`src/rtl/mul_share_sched_if.sv`:
```
// rtl/mul_share_sched_if.sv - requester and multiplier-side bus of mul_share_sched
interface mul_share_sched_if #(
  parameter int NUM_REQ = 4,
  parameter int WIDTH_A = 16,
  parameter int WIDTH_B = 16
);
  localparam int IDW = (NUM_REQ > 1) ? $clog2(NUM_REQ) : 1;

  logic [NUM_REQ-1:0]         req_valid;
  logic [NUM_REQ*WIDTH_A-1:0] req_a;
  logic [NUM_REQ*WIDTH_B-1:0] req_b;
  logic [NUM_REQ-1:0]         req_ready;

  logic                       mul_valid;
  logic [WIDTH_A-1:0]         mul_a;
  logic [WIDTH_B-1:0]         mul_b;
  logic                       mul_done;
  logic [WIDTH_A+WIDTH_B-1:0] mul_product;

  logic [NUM_REQ-1:0]         resp_valid;
  logic [WIDTH_A+WIDTH_B-1:0] resp_product;
  logic [IDW-1:0]             resp_id;

  modport slave (
    input  req_valid, req_a, req_b, mul_done, mul_product,
    output req_ready, mul_valid, mul_a, mul_b, resp_valid, resp_product, resp_id
  );

  modport master (
    output req_valid, req_a, req_b, mul_done, mul_product,
    input  req_ready, mul_valid, mul_a, mul_b, resp_valid, resp_product, resp_id
  );
endinterface

```
`src/rtl/mul_share_sched.sv`:
```
// rtl/mul_share_sched.sv - round-robin sharing of one pipelined multiplier
// among NUM_REQ requesters, with a tag FIFO routing products back in order.
module mul_share_sched #(
  parameter int NUM_REQ   = 4,
  parameter int WIDTH_A   = 16,
  parameter int WIDTH_B   = 16,
  parameter int TAG_DEPTH = 32
) (
  input  logic                   clk,
  input  logic                   rst,
  input  logic                   en,
  mul_share_sched_if.slave       bus,
  output logic                   busy,
  output logic                   err
);
  localparam int IDW = (NUM_REQ > 1) ? $clog2(NUM_REQ) : 1;
  localparam int AW  = $clog2(TAG_DEPTH);
  localparam logic [IDW:0] NREQ     = (IDW+1)'(NUM_REQ);
  localparam logic [AW:0]  CNT_FULL = (AW+1)'(TAG_DEPTH);
  localparam logic [AW:0]  CNT_ALMT = (AW+1)'(TAG_DEPTH - 1);
  localparam logic [AW:0]  CNT_ONE  = (AW+1)'(1);
  localparam logic [AW-1:0] PTR_ONE = AW'(1);

  logic [IDW-1:0]     last;
  logic [IDW-1:0]     grant_id;
  logic [IDW:0]       cand;
  logic               found;
  logic               can_grant;
  logic               accept;
  logic [NUM_REQ-1:0] ready_vec;
  logic [IDW-1:0]     tag_q;

  logic [IDW-1:0]     tag_mem [TAG_DEPTH];
  logic [AW-1:0]      wr_ptr;
  logic [AW-1:0]      rd_ptr;
  logic [AW:0]        count;
  logic               full;
  logic               empty;
  logic               push_ok;
  logic               pop_ok;
  logic [IDW-1:0]     head;
  logic [NUM_REQ-1:0] head_onehot;

  // Search starts one past the last grant and wraps modulo NUM_REQ.
  always_comb begin
    grant_id = '0;
    found    = 1'b0;
    cand     = '0;
    for (int k = 1; k <= NUM_REQ; k++) begin
      cand = {1'b0, last} + (IDW+1)'(k);
      if (cand >= NREQ) cand = cand - NREQ;
      if (!found && bus.req_valid[cand[IDW-1:0]]) begin
        found    = 1'b1;
        grant_id = cand[IDW-1:0];
      end
    end
  end

  assign full  = (count == CNT_FULL);
  assign empty = (count == '0);

  // An issue already in mul_valid will push next edge, so it counts as occupancy.
  assign can_grant = en & ~rst & ~full & ~((count == CNT_ALMT) & bus.mul_valid);
  assign accept    = found & can_grant;

  always_comb begin
    ready_vec = '0;
    if (accept) ready_vec[grant_id] = 1'b1;
  end

  assign bus.req_ready = ready_vec;

  always_ff @(posedge clk or posedge rst) begin
    if (rst) begin
      bus.mul_valid <= 1'b0;
      bus.mul_a     <= '0;
      bus.mul_b     <= '0;
      tag_q         <= '0;
      last          <= IDW'(NUM_REQ - 1);
    end else begin
      bus.mul_valid <= accept;
      if (accept) begin
        bus.mul_a <= bus.req_a[grant_id*WIDTH_A +: WIDTH_A];
        bus.mul_b <= bus.req_b[grant_id*WIDTH_B +: WIDTH_B];
        tag_q     <= grant_id;
        last      <= grant_id;
      end
    end
  end

  // Pushing into a full FIFO is only legal when a pop frees a slot the same edge.
  assign pop_ok  = bus.mul_done & ~empty;
  assign push_ok = bus.mul_valid & (~full | pop_ok);
  assign head    = tag_mem[rd_ptr];

  always_ff @(posedge clk) begin
    if (push_ok) tag_mem[wr_ptr] <= tag_q;
  end

  always_ff @(posedge clk or posedge rst) begin
    if (rst) begin
      wr_ptr <= '0;
      rd_ptr <= '0;
      count  <= '0;
      err    <= 1'b0;
    end else begin
      if (push_ok) wr_ptr <= wr_ptr + PTR_ONE;
      if (pop_ok)  rd_ptr <= rd_ptr + PTR_ONE;
      case ({push_ok, pop_ok})
        2'b10:   count <= count + CNT_ONE;
        2'b01:   count <= count - CNT_ONE;
        default: count <= count;
      endcase
      if ((bus.mul_done & empty) | (bus.mul_valid & full & ~pop_ok)) err <= 1'b1;
    end
  end

  always_comb begin
    head_onehot       = '0;
    head_onehot[head] = 1'b1;
  end

  always_ff @(posedge clk or posedge rst) begin
    if (rst) begin
      bus.resp_valid   <= '0;
      bus.resp_product <= '0;
      bus.resp_id      <= '0;
    end else begin
      bus.resp_valid <= '0;
      if (pop_ok) begin
        bus.resp_valid   <= head_onehot;
        bus.resp_product <= bus.mul_product;
        bus.resp_id      <= head;
      end
    end
  end

  assign busy = bus.mul_valid | ~empty;

endmodule

```
`src/flat_wrapper.sv`:
```
// flat-port wrapper written by rule: the top's interface ports become plain ports
module mul_share_sched_flat 
#(
  parameter int NUM_REQ   = 4,
  parameter int WIDTH_A   = 16,
  parameter int WIDTH_B   = 16,
  parameter int TAG_DEPTH = 32
)
  (clk, rst, en, busy, err, bus_req_valid, bus_req_a, bus_req_b, bus_mul_done, bus_mul_product, bus_req_ready, bus_mul_valid, bus_mul_a, bus_mul_b, bus_resp_valid, bus_resp_product, bus_resp_id);
  mul_share_sched_if #(.NUM_REQ(NUM_REQ), .WIDTH_A(WIDTH_A), .WIDTH_B(WIDTH_B)) bus_i ();
  input  logic clk;
  input  logic rst;
  input  logic en;
  output logic busy;
  output logic err;
  input wire logic [$bits(bus_i.req_valid)-1:0] bus_req_valid;
  input wire logic [$bits(bus_i.req_a)-1:0] bus_req_a;
  input wire logic [$bits(bus_i.req_b)-1:0] bus_req_b;
  input wire logic [$bits(bus_i.mul_done)-1:0] bus_mul_done;
  input wire logic [$bits(bus_i.mul_product)-1:0] bus_mul_product;
  output wire logic [$bits(bus_i.req_ready)-1:0] bus_req_ready;
  output wire logic [$bits(bus_i.mul_valid)-1:0] bus_mul_valid;
  output wire logic [$bits(bus_i.mul_a)-1:0] bus_mul_a;
  output wire logic [$bits(bus_i.mul_b)-1:0] bus_mul_b;
  output wire logic [$bits(bus_i.resp_valid)-1:0] bus_resp_valid;
  output wire logic [$bits(bus_i.resp_product)-1:0] bus_resp_product;
  output wire logic [$bits(bus_i.resp_id)-1:0] bus_resp_id;
  assign bus_i.req_valid = bus_req_valid;
  assign bus_i.req_a = bus_req_a;
  assign bus_i.req_b = bus_req_b;
  assign bus_i.mul_done = bus_mul_done;
  assign bus_i.mul_product = bus_mul_product;
  assign bus_req_ready = bus_i.req_ready;
  assign bus_mul_valid = bus_i.mul_valid;
  assign bus_mul_a = bus_i.mul_a;
  assign bus_mul_b = bus_i.mul_b;
  assign bus_resp_valid = bus_i.resp_valid;
  assign bus_resp_product = bus_i.resp_product;
  assign bus_resp_id = bus_i.resp_id;
  mul_share_sched #(.NUM_REQ(NUM_REQ), .WIDTH_A(WIDTH_A), .WIDTH_B(WIDTH_B), .TAG_DEPTH(TAG_DEPTH)) u_core (.clk(clk), .rst(rst), .en(en), .bus(bus_i), .busy(busy), .err(err));
endmodule
```
`config.mk`:
```
export PLATFORM = sky130hd
export DESIGN_NAME = mul_share_sched_flat
export DESIGN_NICKNAME = d
export VERILOG_FILES = /design/src/rtl/mul_share_sched_if.sv /design/src/rtl/mul_share_sched.sv /design/src/flat_wrapper.sv
export SDC_FILE = /design/constraint.sdc
export NUM_CORES = 1
export LEC_CHECK = 0
export BUFFER_PORTS_ARGS = -buffer_cell sky130_fd_sc_hd__buf_4
export CAP_MARGIN = 20
export CORE_MARGIN = 2
export CORE_UTILIZATION = 37
export CTS_BUF_LIST = sky130_fd_sc_hd__clkbuf_4
export CTS_CLUSTER_SIZE = 20
export DETAILED_ROUTE_END_ITERATION = 10
export SLEW_MARGIN = 30
export SYNTH_ARGS = -nofsm -noshare
export SYNTH_HDL_FRONTEND = slang
export SYNTH_SLANG_ARGS = --single-unit
```
`constraint.sdc`:
```
create_clock -name clk -period 5.69 [get_ports clk]
set_input_delay 0.8535 -clock clk [delete_from_list [all_inputs] [get_ports clk]]
set_output_delay 0.8535 -clock clk [all_outputs]
set_load 0.005 [all_outputs]
```
# Word level (Yosys, flattened, before mapping)
# Memories as Yosys holds them, arrays and structs flattened.
# Cells that the tools add are included.
[classes]
addsub = 12
n_lt_le_gt_ge = 12
eq_ne = 4
n_shift = 2
muxes = 29
bitwise = 18
reduce_logical = 10
[ops]
columns = ["op", "count"]
rows = [
  ["$shiftx A64 B7 Y16", 2],
  ["$lt A2 B3 Y1 const B", 6],
  ["$mux W2", 8],
  ["$ge A3 B3 Y1 const B", 4],
  ["$mux W1", 12],
  ["$pmux W6 S2", 1],
  ["$add A5 B1 Y5 const B", 2],
  ["$and A1 B1 Y1", 10],
  ["$bmux W1 S2", 4],
  ["$mux W4", 2],
  ["$sub A2 B1 Y2 const B", 4],
  ["$add A2 B2 Y3 const B", 2],
  ["$add A6 B1 Y6 const B", 1],
  ["$eq A6 B5 Y1 const B", 1],
  ["$eq A6 B6 Y1 const B", 1],
  ["$logic_not A6 Y1", 1],
  ["$sub A6 B1 Y6 const B", 1],
  ["$logic_and A1 B1 Y1", 5],
  ["$not A1 Y1", 5],
  ["$demux W1 S2", 2],
  ["$ge A2 B1 Y1 const B", 2],
  ["$add A2 B1 Y3 const B", 1],
  ["$add A2 B3 Y3 const B", 1],
  ["$logic_not A1 Y1", 3],
  ["other kinds (4)", 6],
]
[totals]
regBits = 92
ramBits = 64
inputBits = 168
output_inout_bits = 77
elab_cells = 100
mem_count = 1
[mem_list]
columns = ["memory", "depth", "width", "rd", "rd_ports_with_merged_regs", "wr", "line_no", "source"]
rows = [
  ["u_core.tag_mem", 32, 2, 1, 0, 1, "mul_share_sched.sv:33", "logic [IDW-1:0] tag_mem [TAG_DEPTH];"],
]

# Logic depth before layout (Yosys ltp)
[depth]
depth_word = 20
depth_mapped = 9
ltp_nobuf = 8

# Worst setup path before layout
# No wires, ideal clock.
[synth_timing]
path_kind = "input to output"
start = "in rst"
end = "out bus_req_ready[1]"
arrival_ns = 3.985
required_time_ns = 4.837
path_slack_ns = 0.851
cell_stages = 8
n_path_buf = 3
path_cell_list = "inv_1 and3_1 and3_1 clkbuf_1 nor2b_4 buf_6 buf_6 and2_1"
[synth_via]
elab_chain_cells = 6
[synth_rtl]
columns = ["item", "line_no", "source"]
rows = [
  ["start: declaration", "flat_wrapper.sv:12", "input logic rst;"],
  ["$not A1 Y1", "mul_share_sched.sv:63", "assign can_grant = en & ~rst & ~full & ~((count == CNT_ALMT) & bus.mul_valid);"],
  ["$and A1 B1 Y1 (3 in a row)", "mul_share_sched.sv:63", ""],
  ["$and A1 B1 Y1", "mul_share_sched.sv:64", "assign accept = found & can_grant;"],
  ["$mux W4", "mul_share_sched.sv:68", "if (accept) ready_vec[grant_id] = 1'b1;"],
  ["end: declaration", "flat_wrapper.sv:21", "output wire logic [$bits(bus_i.req_ready)-1:0] bus_req_ready;"],
]
# No other way between the ends.

# Worst setup path in the final report
# Same ends and word-level chain as after synthesis.

==> flow_metrics.env <==
export IMPL_dp_cells=1164
export IMPL_multiInputGateArea_mm2=0.00309
export IMPL_setup_tns_ns=0
export IMPL_ys_warn_count=0
export IMPL_clock_latency_ns=0.58
export IMPL_hold_buffers=0
export IMPL_wl_per_cell_um=17.1
export IMPL_drtIter0Drc=302
export IMPL_syn_area_per_cell_um2=11.0
export IMPL_reg2regPathDepth=8
export IMPL_vias=6004
export IMPL_die_width_um=147
export IMPL_r2r_setup_slack_ns=2.70
export IMPL_final_max_slew_viol_count=0
export IMPL_rows=52
export IMPL_period_needed_ns=3.58
export IMPL_drv_cap=0
export IMPL_core_region_area_mm2=0.0201
export IMPL_min_period_over_period=0.630
export IMPL_p_sw_mw=1.28
export IMPL_grt_antenna_before_repair=0
export IMPL_clock_tree_htree_level_count=4
export IMPL_ys_async_sr_fraction=0.590
export IMPL_grt_max_degree=51
export IMPL_hold_slack_ns=0.355
export IMPL_gr_total_overflow=0
export IMPL_cts_tree="done"
export IMPL_maxClockFrequency_mhz=279
export IMPL_ir_drop_uv=150
export IMPL_crit_fanout=50
export IMPL_path_clk_slew_ns=0.12
export IMPL_rsz0062_at_grt="no"
export IMPL_hold_class="in2async"
export IMPL_ctsRootBufferMaster="clkbuf_4"
export IMPL_drive_gt1_frac=0.360
export IMPL_syn_inst=684
export IMPL_slew_headroom=0.424
export IMPL_seq_power_share=0.453
export IMPL_reg2reg_from="u_core.count[1]"
export IMPL_pwr_density_cell_mw_per_mm2=365
export IMPL_yosys_cell_types_count=49
export IMPL_layout_common_cells="buf_4 (254), nand2_1 (125), dfrtp_1 (88)"
export IMPL_area_delta_synth_final_pct=31.1
export IMPL_outcome="complete, no violations"
export IMPL_p_int_mw=2.33
export IMPL_cts_num_sinks=156
export IMPL_final_util=0.492
export IMPL_ant_nets=0
export IMPL_syn_nets=858
export IMPL_post_route_drc_count=0
export IMPL_start_util=0.376
export IMPL_synth_cell_area_mm2=0.00755
export IMPL_fin_cells=1196
export IMPL_crit_arrival_ns=2.73
export IMPL_insertedDiodeCount=0
export IMPL_cts_setup_buffers=0
export IMPL_die_height_um=147
export IMPL_grtUsageTotal=0.190
export IMPL_ys_flop_type="dfrtp_1"
export IMPL_power_static_leakage_nw=4.41
export IMPL_routed_wl_um=20400
export IMPL_dp_hpwl_um=14500
export IMPL_worstMarginPinSlew_ns=0.864
export IMPL_io_buffers=244
export IMPL_layout_commonest_cell="buf_4"
export IMPL_p_comb_frac=0.360
export IMPL_grt_pass1_vias=5958
export IMPL_setup_viol=0
export IMPL_grt_pass1_wl_um=32100
export IMPL_die_area_mm2=0.0216
export IMPL_hold_viol_final=0
export IMPL_ctsResizeCount=0
export IMPL_cp_end_kind="output pin"
export IMPL_place_congestion=0.810
export IMPL_p_clk_frac=0.186
export IMPL_critPathLaunchType="primary input"
export IMPL_vias_per_cell=5.02
export IMPL_nFillCells=1883
export IMPL_swShare=0.354
export IMPL_cp_required_ns=4.84
export IMPL_synth_edf_count=64
export IMPL_power_mw=3.62
export IMPL_drt_pass1_iterations=4
export IMPL_r2r_end="u_core.count[2]"
export IMPL_seqCellArea_mm2=0.00423
export IMPL_ys_seq_elements=156
export IMPL_boundaryPins=245
export IMPL_fin_nets=1087
export IMPL_clockBufferDepth=2
export IMPL_cts_buffers=17
export IMPL_path_class="in2out"
export IMPL_clock_skew_ns=0.0333
export IMPL_yosysSeqAreaShare=0.560
-- critical path: stages --
cell and delay, ns:
buf_4 0.12, inv_4 0.43, and3_1 0.28, and3_1 0.53, nor2b_4 0.25, and2_1 0.12
buf_4 0.10
-- synth_stat cells, types with 8 or more instances --
library cell    n  share of area
buf_2           8         0.0053
nor2_1         74          0.037
edfxtp_1       64           0.25
inv_1           8         0.0040
nand3_1         9         0.0060
a211oi_1       36          0.036
mux2i_1        66          0.087
nand2_1       125          0.062
clkbuf_1       25          0.012
a211oi_2       29          0.048
xnor2_1         8         0.0093
and3_1         37          0.031
dfrtp_1        90           0.30
nand4_1        11         0.0091
-- per-layer routing --
metal / global-route usage / share of wire / vias to the layer above
li1: - / - / 2910
met1: 0.246 / 0.43 / 2846
met2: 0.305 / 0.48 / 224
met3: 0.0637 / 0.074 / 24
met4: 0.0544 / 0.017 / 0
met5: 0 / 0 / -
-- area by class of cell --
| cell class | instances | area share |
|---|---|---|
| inverter | 8 | 0.00329 |
| clock inverter | 11 | 0.0118 |
| clock buffer | 21 | 0.0159 |
| sequential | 156 | 0.427 |
| timing repair buffer | 255 | 0.195 |
| multi-input combinational | 475 | 0.312 |
| tap | 270 | 0.0341 |
-- power groups by stage --
stage	clock network, mW	logic [mW]	registers [mW]
after global placement	0	1.30	1.66
after floorplan	0	0.821	1.58
after global routing	0.748	1.44	1.67
final	0.673	1.30	1.64
after CTS	0.700	1.32	1.64
after detailed placement	0	1.32	1.66
-- through the flow --
stage	cell area (µm²)	setup slack, ns
floorplan	7550	0.851
global placement	9600	2.09
detailed placement	9630	2.06
CTS	9900	2.05
global route	9900	1.88
finish	9900	2.11
-- cell families after synthesis --
family / synth area share
and+or+nand+nor: 0.173
DFF: 0.560
AOI/OAI and AO/OA: 0.119
muxes: 0.0905
buffers and inverters: 0.0336
xor gates and xnor gates: 0.0139
adders and majority gates: 0.00994
-- how the worst max path moves through the flow --
stage          cells past startpoint               end  slack (ns)  from
3_3_place_gp                       7  bus_req_ready[1]        2.09   rst
4_1_cts                            7  bus_req_ready[1]        2.05   rst
3_5_place_dp                       7  bus_req_ready[1]        2.06   rst
2_1_floorplan                      8  bus_req_ready[1]        0.85   rst
5_1_grt                            7  bus_req_ready[1]        1.88   rst
6_report                           7  bus_req_ready[1]        2.11   rst
-- flip-flops by register name (all words and copies together) (netlist names), 2 cells and up --
signal,flops
u_core.tag_mem,64
u_core.tag_q,2
u_core.bus.mul_b,16
u_core.bus.resp_id,2
u_core.count,6
u_core.bus.resp_valid,4
u_core.wr_ptr,5
u_core.bus.resp_product,32
u_core.last,2
u_core.rd_ptr,5
u_core.bus.mul_a,16
Note: power is estimated with default switching activity, not from simulation.
